$ cat src/rtl/vx_gpu_pkg.sv
`default_nettype none
// ============================================================================
// Module      : vx_gpu_pkg
// Description : Shared types and helpers for the commit path: the commit
//               packet layout, its width, and the retire-count width helper.
// Revision    : 1.0 - initial release
// ============================================================================
package vx_gpu_pkg;

    // Default slice configuration
    localparam int c_num_lanes = 4;
    localparam int c_nw_bits   = 2;
    localparam int c_nr_bits   = 6;
    localparam int c_xlen      = 32;
    localparam int c_uuid_bits = 44;

    // Packet width for an arbitrary configuration
    function automatic int calc_pktw(input int uuid_bits, input int nw_bits,
                                     input int num_lanes, input int xlen,
                                     input int nr_bits);
        return uuid_bits + nw_bits + num_lanes + xlen + 1 + nr_bits
               + num_lanes * xlen + 2;
    endfunction

    // Bits needed to hold a popcount of n lanes (0..n)
    function automatic int cnt_width(input int n);
        return $clog2(n + 1);
    endfunction

    localparam int c_pktw = calc_pktw(c_uuid_bits, c_nw_bits, c_num_lanes,
                                      c_xlen, c_nr_bits);

    // Commit packet, MSB first; eop is bit 0, sop bit 1
    typedef struct packed {
        logic [c_uuid_bits-1:0]          uuid;
        logic [c_nw_bits-1:0]            wid;
        logic [c_num_lanes-1:0]          tmask;
        logic [c_xlen-1:0]               pc;
        logic                            wb;
        logic [c_nr_bits-1:0]            rd;
        logic [c_num_lanes*c_xlen-1:0]   data;
        logic                            sop;
        logic                            eop;
    } commit_pkt_t;

endpackage
`default_nettype wire

$ cat src/rtl/vx_commit_skid_buf.sv
`default_nettype none
// ============================================================================
// Module      : vx_commit_skid_buf
// Description : Two-entry elastic buffer. Head entry is held stable until
//               popped; entries leave in arrival order.
// Revision    : 1.0 - initial release
// ============================================================================
module vx_commit_skid_buf #(
    parameter int DATAW = 8
) (
    input  logic             clk,
    input  logic             rst,
    input  logic             i_push_valid,
    input  logic [DATAW-1:0] i_push_data,
    output logic             o_full,
    output logic             o_pop_valid,
    output logic [DATAW-1:0] o_pop_data,
    input  logic             i_pop_ready
);
    import vx_gpu_pkg::*;

    logic [DATAW-1:0] r_mem [2];
    logic             r_wr_ptr;
    logic             r_rd_ptr;
    logic [1:0]       r_count;
    logic             w_push;
    logic             w_pop;

    assign o_full      = (r_count == 2'd2);
    assign o_pop_valid = (r_count != 2'd0);
    assign o_pop_data  = r_mem[r_rd_ptr];
    assign w_push      = i_push_valid && !o_full;
    assign w_pop       = o_pop_valid && i_pop_ready;

    // Occupancy and pointers; push+pop together leaves the count unchanged
    always_ff @(posedge clk or posedge rst) begin
        if (rst) begin
            r_wr_ptr <= 1'b0;
            r_rd_ptr <= 1'b0;
            r_count  <= 2'd0;
        end else begin
            if (w_push) r_wr_ptr <= ~r_wr_ptr;
            if (w_pop)  r_rd_ptr <= ~r_rd_ptr;
            case ({w_push, w_pop})
                2'b10:   r_count <= r_count + 2'd1;
                2'b01:   r_count <= r_count - 2'd1;
                default: r_count <= r_count;
            endcase
        end
    end

    // Storage needs no reset: occupancy alone decides what is visible
    always_ff @(posedge clk) begin
        if (w_push) r_mem[r_wr_ptr] <= i_push_data;
    end

endmodule
`default_nettype wire

$ cat src/rtl/vx_commit_arbiter.sv
`default_nettype none
// ============================================================================
// Module      : vx_commit_arbiter
// Description : Round-robin merge of per-unit commit streams into one
//               writeback stream, holding multi-packet responses together,
//               buffered by a 2-entry skid buffer, with retired-thread count.
// Revision    : 1.0 - initial release
// ============================================================================
module vx_commit_arbiter
    import vx_gpu_pkg::*;
#(
    parameter int NUM_UNITS = 4,
    parameter int NUM_LANES = 4,
    parameter int NW_BITS   = 2,
    parameter int NR_BITS   = 6,
    parameter int XLEN      = 32,
    parameter int UUID_BITS = 44,
    parameter int PKTW      = calc_pktw(UUID_BITS, NW_BITS, NUM_LANES, XLEN, NR_BITS),
    parameter int UNIT_W    = $clog2(NUM_UNITS),
    parameter int CNT_W     = cnt_width(NUM_LANES)
) (
    input  logic                      clk,
    input  logic                      reset,
    input  logic [NUM_UNITS-1:0]      in_valid,
    input  logic [NUM_UNITS*PKTW-1:0] in_data,
    output logic [NUM_UNITS-1:0]      in_ready,
    output logic                      out_valid,
    output logic [PKTW-1:0]           out_data,
    output logic [UNIT_W-1:0]         out_unit,
    input  logic                      out_ready,
    output logic [CNT_W-1:0]          instret_inc,
    output logic [63:0]               instret
);

    // tmask sits above data, rd, wb and pc
    localparam int              c_tmask_lo = 2 + NUM_LANES * XLEN + NR_BITS + 1 + XLEN;
    localparam logic [UNIT_W:0] c_units    = (UNIT_W+1)'(NUM_UNITS);
    localparam logic [UNIT_W-1:0] c_last   = UNIT_W'(NUM_UNITS - 1);

    logic [UNIT_W-1:0]      r_rr_ptr;
    logic                   r_locked;
    logic [UNIT_W-1:0]      r_lock_unit;
    logic [CNT_W-1:0]       r_instret_inc;
    logic [63:0]            r_instret;

    logic                   w_found;
    logic [UNIT_W-1:0]      w_gnt;
    logic [UNIT_W:0]        w_sum;
    logic [UNIT_W-1:0]      w_gnt_next;
    logic                   w_buf_full;
    logic                   w_fire;
    logic [PKTW-1:0]        w_gnt_pkt;
    logic                   w_out_fire;
    logic [CNT_W-1:0]       w_pop_cnt;
    logic [UNIT_W+PKTW-1:0] w_buf_out;

    // Grant: the locked unit only, otherwise first valid unit from rr_ptr
    always_comb begin
        w_found = 1'b0;
        w_gnt   = '0;
        w_sum   = '0;
        if (r_locked) begin
            w_found = in_valid[r_lock_unit];
            w_gnt   = r_lock_unit;
        end else begin
            // Scan farthest first so the nearest valid unit wins
            for (int k = NUM_UNITS - 1; k >= 0; k--) begin
                w_sum = {1'b0, r_rr_ptr} + (UNIT_W+1)'(k);
                if (w_sum >= c_units) w_sum = w_sum - c_units;
                if (in_valid[w_sum[UNIT_W-1:0]]) begin
                    w_found = 1'b1;
                    w_gnt   = w_sum[UNIT_W-1:0];
                end
            end
        end
    end

    assign w_fire     = w_found && !w_buf_full && !reset;
    assign w_gnt_pkt  = in_data[w_gnt*PKTW +: PKTW];
    assign w_gnt_next = (w_gnt == c_last) ? '0 : w_gnt + UNIT_W'(1);

    // One-hot ready toward the granted unit only
    always_comb begin
        in_ready = '0;
        if (w_fire) in_ready[w_gnt] = 1'b1;
    end

    // Lock holds a sop..eop response together; pointer advances on eop
    always_ff @(posedge clk or posedge reset) begin
        if (reset) begin
            r_rr_ptr    <= '0;
            r_locked    <= 1'b0;
            r_lock_unit <= '0;
        end else if (w_fire) begin
            if (w_gnt_pkt[0]) begin
                r_locked <= 1'b0;
                r_rr_ptr <= w_gnt_next;
            end else if (w_gnt_pkt[1]) begin
                r_locked    <= 1'b1;
                r_lock_unit <= w_gnt;
            end
        end
    end

    vx_commit_skid_buf #(
        .DATAW (UNIT_W + PKTW)
    ) u_skid (
        .clk          (clk),
        .rst          (reset),
        .i_push_valid (w_fire),
        .i_push_data  ({w_gnt, w_gnt_pkt}),
        .o_full       (w_buf_full),
        .o_pop_valid  (out_valid),
        .o_pop_data   (w_buf_out),
        .i_pop_ready  (out_ready)
    );

    assign out_unit   = w_buf_out[PKTW +: UNIT_W];
    assign out_data   = w_buf_out[PKTW-1:0];
    assign w_out_fire = out_valid && out_ready;

    // Active lanes of the packet leaving toward writeback
    always_comb begin
        w_pop_cnt = '0;
        for (int i = 0; i < NUM_LANES; i++) begin
            w_pop_cnt = w_pop_cnt + CNT_W'(out_data[c_tmask_lo + i]);
        end
    end

    // Retired-thread pulse and running count, updated on eop writeback
    always_ff @(posedge clk or posedge reset) begin
        if (reset) begin
            r_instret_inc <= '0;
            r_instret     <= '0;
        end else begin
            r_instret_inc <= (w_out_fire && out_data[0]) ? w_pop_cnt : '0;
            if (w_out_fire && out_data[0]) begin
                r_instret <= r_instret + 64'(w_pop_cnt);
            end
        end
    end

    assign instret_inc = r_instret_inc;
    assign instret     = r_instret;

endmodule
`default_nettype wire

$ cat config.mk
export PLATFORM = sky130hd
export DESIGN_NAME = vx_commit_arbiter
export DESIGN_NICKNAME = d
export VERILOG_FILES = /design/src/rtl/vx_gpu_pkg.sv /design/src/rtl/vx_commit_skid_buf.sv /design/src/rtl/vx_commit_arbiter.sv
export SDC_FILE = /design/constraint.sdc
export NUM_CORES = 1
export LEC_CHECK = 0
export ABC_AREA = 1
export CELL_PAD_IN_SITES_DETAIL_PLACEMENT = 0
export CELL_PAD_IN_SITES_GLOBAL_PLACEMENT = 1
export CORE_AREA = 5 5 459 461
export DETAILED_ROUTE_END_ITERATION = 10
export DIE_AREA = 0 0 464 466
export PLACE_DENSITY_LB_ADDON = 0.08
export SYNTH_ARGS = -nofsm -noshare
export SYNTH_HDL_FRONTEND = slang
export SYNTH_SLANG_ARGS = --single-unit
export TNS_END_PERCENT = 50
$ cat constraint.sdc
create_clock -name clk -period 15.18 [get_ports clk]
set_input_delay 3.036 -clock clk [delete_from_list [all_inputs] [get_ports clk]]
set_output_delay 3.036 -clock clk [all_outputs]
set_load 0.02 [all_outputs]
==> flow_summary_export.csv <==
group,metric,value,unit
status,outcome,"finished, final reports clean",
sta,fin_crit_sh,60.10,%
sta,timing.final.crit_period,9.122,ns
floorplanning,io_pins,1176,
sta,finClkSkew,0.02070,ns
cts,cts_sinks,518,
hold_path,hp-class,"reg -> reg",
yosys,synth_flop_cell,"edfxtp_1",
setup_path,reg2regPathDepth,18,
yosys,synth_top_cell_area_share,50.78,%
layout,drive_above_1_share,10.44,%
detailed_routing,first_pass_iters,5,
detailed_routing,vias_per_cell,3.758,
grt,grt_pass1_vias,25180,
detailed_routing,wl,161.0,mm
yosys,synthMuxAreaShare,9.349,%
yosys,syn_area_per_cell,10.64,um2
yosys,syn_area,26140,um2
cts,ctsHoldBuffers,0,
floorplanning,core,206000,um2
power,irDropWorstVdd,0.0001633,V
power,p_leak,14.73,nW
grt,grt.overflow.total,0,
grt,grt_usage,14.16,%
cts,cts-root-buf,"clkbuf_16",
hold_path,whs_path_depth,1,
layout,layout.nets,4461,
sta,slew_headroom,30.84,%
placement,place_congestion,0.7881,
sta,fmax,109.6,MHz
setup_path,rrSetupSlack,8.83,ns
setup_path,cp.arrival,6.09,ns
yosys,yosysUniqueCellTypes,45,
sta,holdWs,0.4702,ns
yosys,yosysTopAreaCell,"edfxtp_1",
grt,grt_pass1_wl,215.5,mm
yosys,yosys.area_share.simple,11.30,%
cts,postCtsSetupRepairBufs,0,
floorplanning,die_area,216200,um2
setup_path,critPathRequiredTime,12.14,ns
sta,fin_tns_setup,0,ns
setup_path,setup.worst_path.end_class,"output port",
power,finalPower,10.36,mW
setup_path,start_kind,"input pin",
sta,rsz0062_at_grt,"false",
yosys,synth_seq_cells,518,
yosys,syn_nets,3351,
cts,clkTransAtPathRegs,0.06,ns
sta,setup_viol,0,
yosys,synthXorXnorAreaFrac,2.178,%
cts,h-tree-depth,3,
detailed_routing,drc,0,
yosys,synth_compound_area_share,13.98,%
yosys,synth_edf_count,442,
detailed_routing,vias,23800,
cts,cts_buffers,73,
cts,cts_tree,"built",
yosys,synthAdderAreaFrac,0.6319,%
yosys,yosys_warnings,0,
grt,grt_max_degree,154,
detailed_routing,antenna_left,0,
yosys,synth_top_family_by_area,"compound AO/OA/AOI/OAI gates",
setup_path,path_class,"in -> out",
sta,finalHoldViolCount,0,
placement,port_buffers,1175,
yosys,syn-instance-count,2456,
grt,antenna_found_initial,39,
layout,fillers,22550,
sta,tightestPinTransition,1.037,ns
cts,ctsResizeCount,0,
detailed_routing,wl_per_cell,25.42,um
yosys,yosysSeqAreaShare,58.06,%
floorplanning,fp-row-count,167,
sta,worst_slack,6.058,ns
yosys,ys_async_sr_fraction,14.67,%
cts,clk-insertion-delay-late,0.64,ns
power,pwr_density_cell,240.3,nW/um2
placement,hpwl,126.4,mm
yosys,ys_top_cells_by_area,"edfxtp_1 (51%), mux2_2 (9.3%), o21ai_0 (7.7%), dfrtp_1 (7.3%), nor2_1 (7.0%)",
layout,syn_to_final_growth,64.94,%
sta,slew_violations,0,
floorplanning,die_w,464,um
floorplanning,fp.dieH,466,um
run,max_cap_violations,0,
detailed_routing,drtIter0Drc,1179,
floorplanning,initial_core_util,12.69,%
placement,post-place-ws,5.968,ns
setup_path,crit_fanout,93,
cts,cts_buffer_depth,3,
## synth_stat cells, types with 24 or more instances
cell	instances
o22ai_1	217
mux2_2	217
nand2_1	116
buf_2	46
edfxtp_1	442
inv_1	84
xnor2_1	24
nand3_1	41
clkbuf_1	95
o21ai_1	41
xor2_1	41
nor2_1	488
nor3_1	24
o21ai_0	403
dfrtp_1	76
## cell usage in the layout, fill, tap and decap left out, types with 6 or more instances in the layout
| master | Yosys | layout |
|---|---|---|
| inv_1 | 84 | 83 |
| ha_1 | 10 | 10 |
| o21ai_1 | 41 | 41 |
| bufinv_16 | 0 | 6 |
| buf_4 | 5 | 26 |
| xor2_1 | 41 | 41 |
| clkinv_1 | 0 | 18 |
| clkinv_2 | 0 | 7 |
| clkdlybuf4s50_1 | 0 | 1175 |
| nand3_1 | 41 | 41 |
| nor3_1 | 24 | 24 |
| edfxtp_1 | 442 | 442 |
| xnor2_1 | 24 | 24 |
| o21ai_0 | 403 | 403 |
| clkbuf_16 | 0 | 74 |
| diode_2 | 0 | 8 |
| nand4_1 | 16 | 16 |
| dfrtp_1 | 76 | 75 |
| o22ai_1 | 217 | 217 |
| clkbuf_1 | 95 | 13 |
| nor2_1 | 488 | 486 |
| nand2_1 | 116 | 115 |
| mux2_2 | 217 | 217 |
## final cells by class
cell class	instances	area (um2)	area share [%]
clock inverters	41	387.9	0.8997
repair buffers	1206	12060	27.97
diodes	8	20.02	0.04643
clock buffers	88	1914	4.440
well taps	2704	3383	7.847
multi-input cells	1679	9829	22.80
flip-flops and latches	518	15180	35.21
inverters	88	342.8	0.7952
## flip-flops by register name (all words and copies together) (netlist names)
signal,flops
instret,64
instret_inc,3
r_lock_unit,2
r_locked,1
r_rr_ptr,2
u_skid.r_count,2
u_skid.r_mem,442
u_skid.r_rd_ptr,1
u_skid.r_wr_ptr,1
## cells by family after synthesis
logic type	after synthesis
multiplexers	217
adder cells (fa/ha/maj)	12
buffers and inverters	259
flip-flops	518
AND/OR/NAND/NOR	714
XOR/XNOR	65
AO/OA/AOI/OAI	671
## report_power, final
part / total, mW / internal, mW / switching, mW / leakage, nW
clock network: 1.67 / 1.00 / 0.671 / 1.12
registers: 2.70 / 2.58 / 0.120 / 5.07
logic: 5.99 / 1.93 / 4.06 / 8.54
## path summary, 6_finish.rpt
| path | end | from |
|---|---|---|
| worst min-delay path | instret[63] | instret[63] |
| min in group asynchronous | instret[53] | reset |
| worst min register to register | instret[63] | instret[63] |
| worst max-delay path | in_ready[3] | in_valid[3] |
| max in group asynchronous | u_skid.r_rd_ptr | reset |
| worst max register to register | instret[50] | u_skid.r_rd_ptr |
## metrics by stage
stage,area [um2],cells,utilization (%)
6_report,43110,6332,20.93
3_5_place_dp,40790,6195,19.80
5_1_grt,43100,6326,20.92
3_3_place_gp,40790,6195,19.80
2_1_floorplan,26140,2456,-
4_1_cts,43090,6324,20.92
## metal layers
layer	wire length [um]	track usage, %	vias up
met4	2008	2.477	24
li1	-	-	11150
met3	11340	4.619	149
met5	147	0	-
met2	84920	26.51	819
met1	62560	15.73	11650
## critical path: stages
cell	delay (ns)
clkdlybuf4s50_1	0.50
inv_1	0.06
nand2_1	0.08
nand3_1	0.11
nand2_1	0.12
nand3_2	0.07
nand2_1	0.07
nand2_2	0.06
nand3_4	0.13
nand2_8	0.26
inv_8	0.52
ha_1	0.24
inv_1	0.04
nor2_1	0.10
clkdlybuf4s50_1	0.63
(Power assumes the default switching activity.)
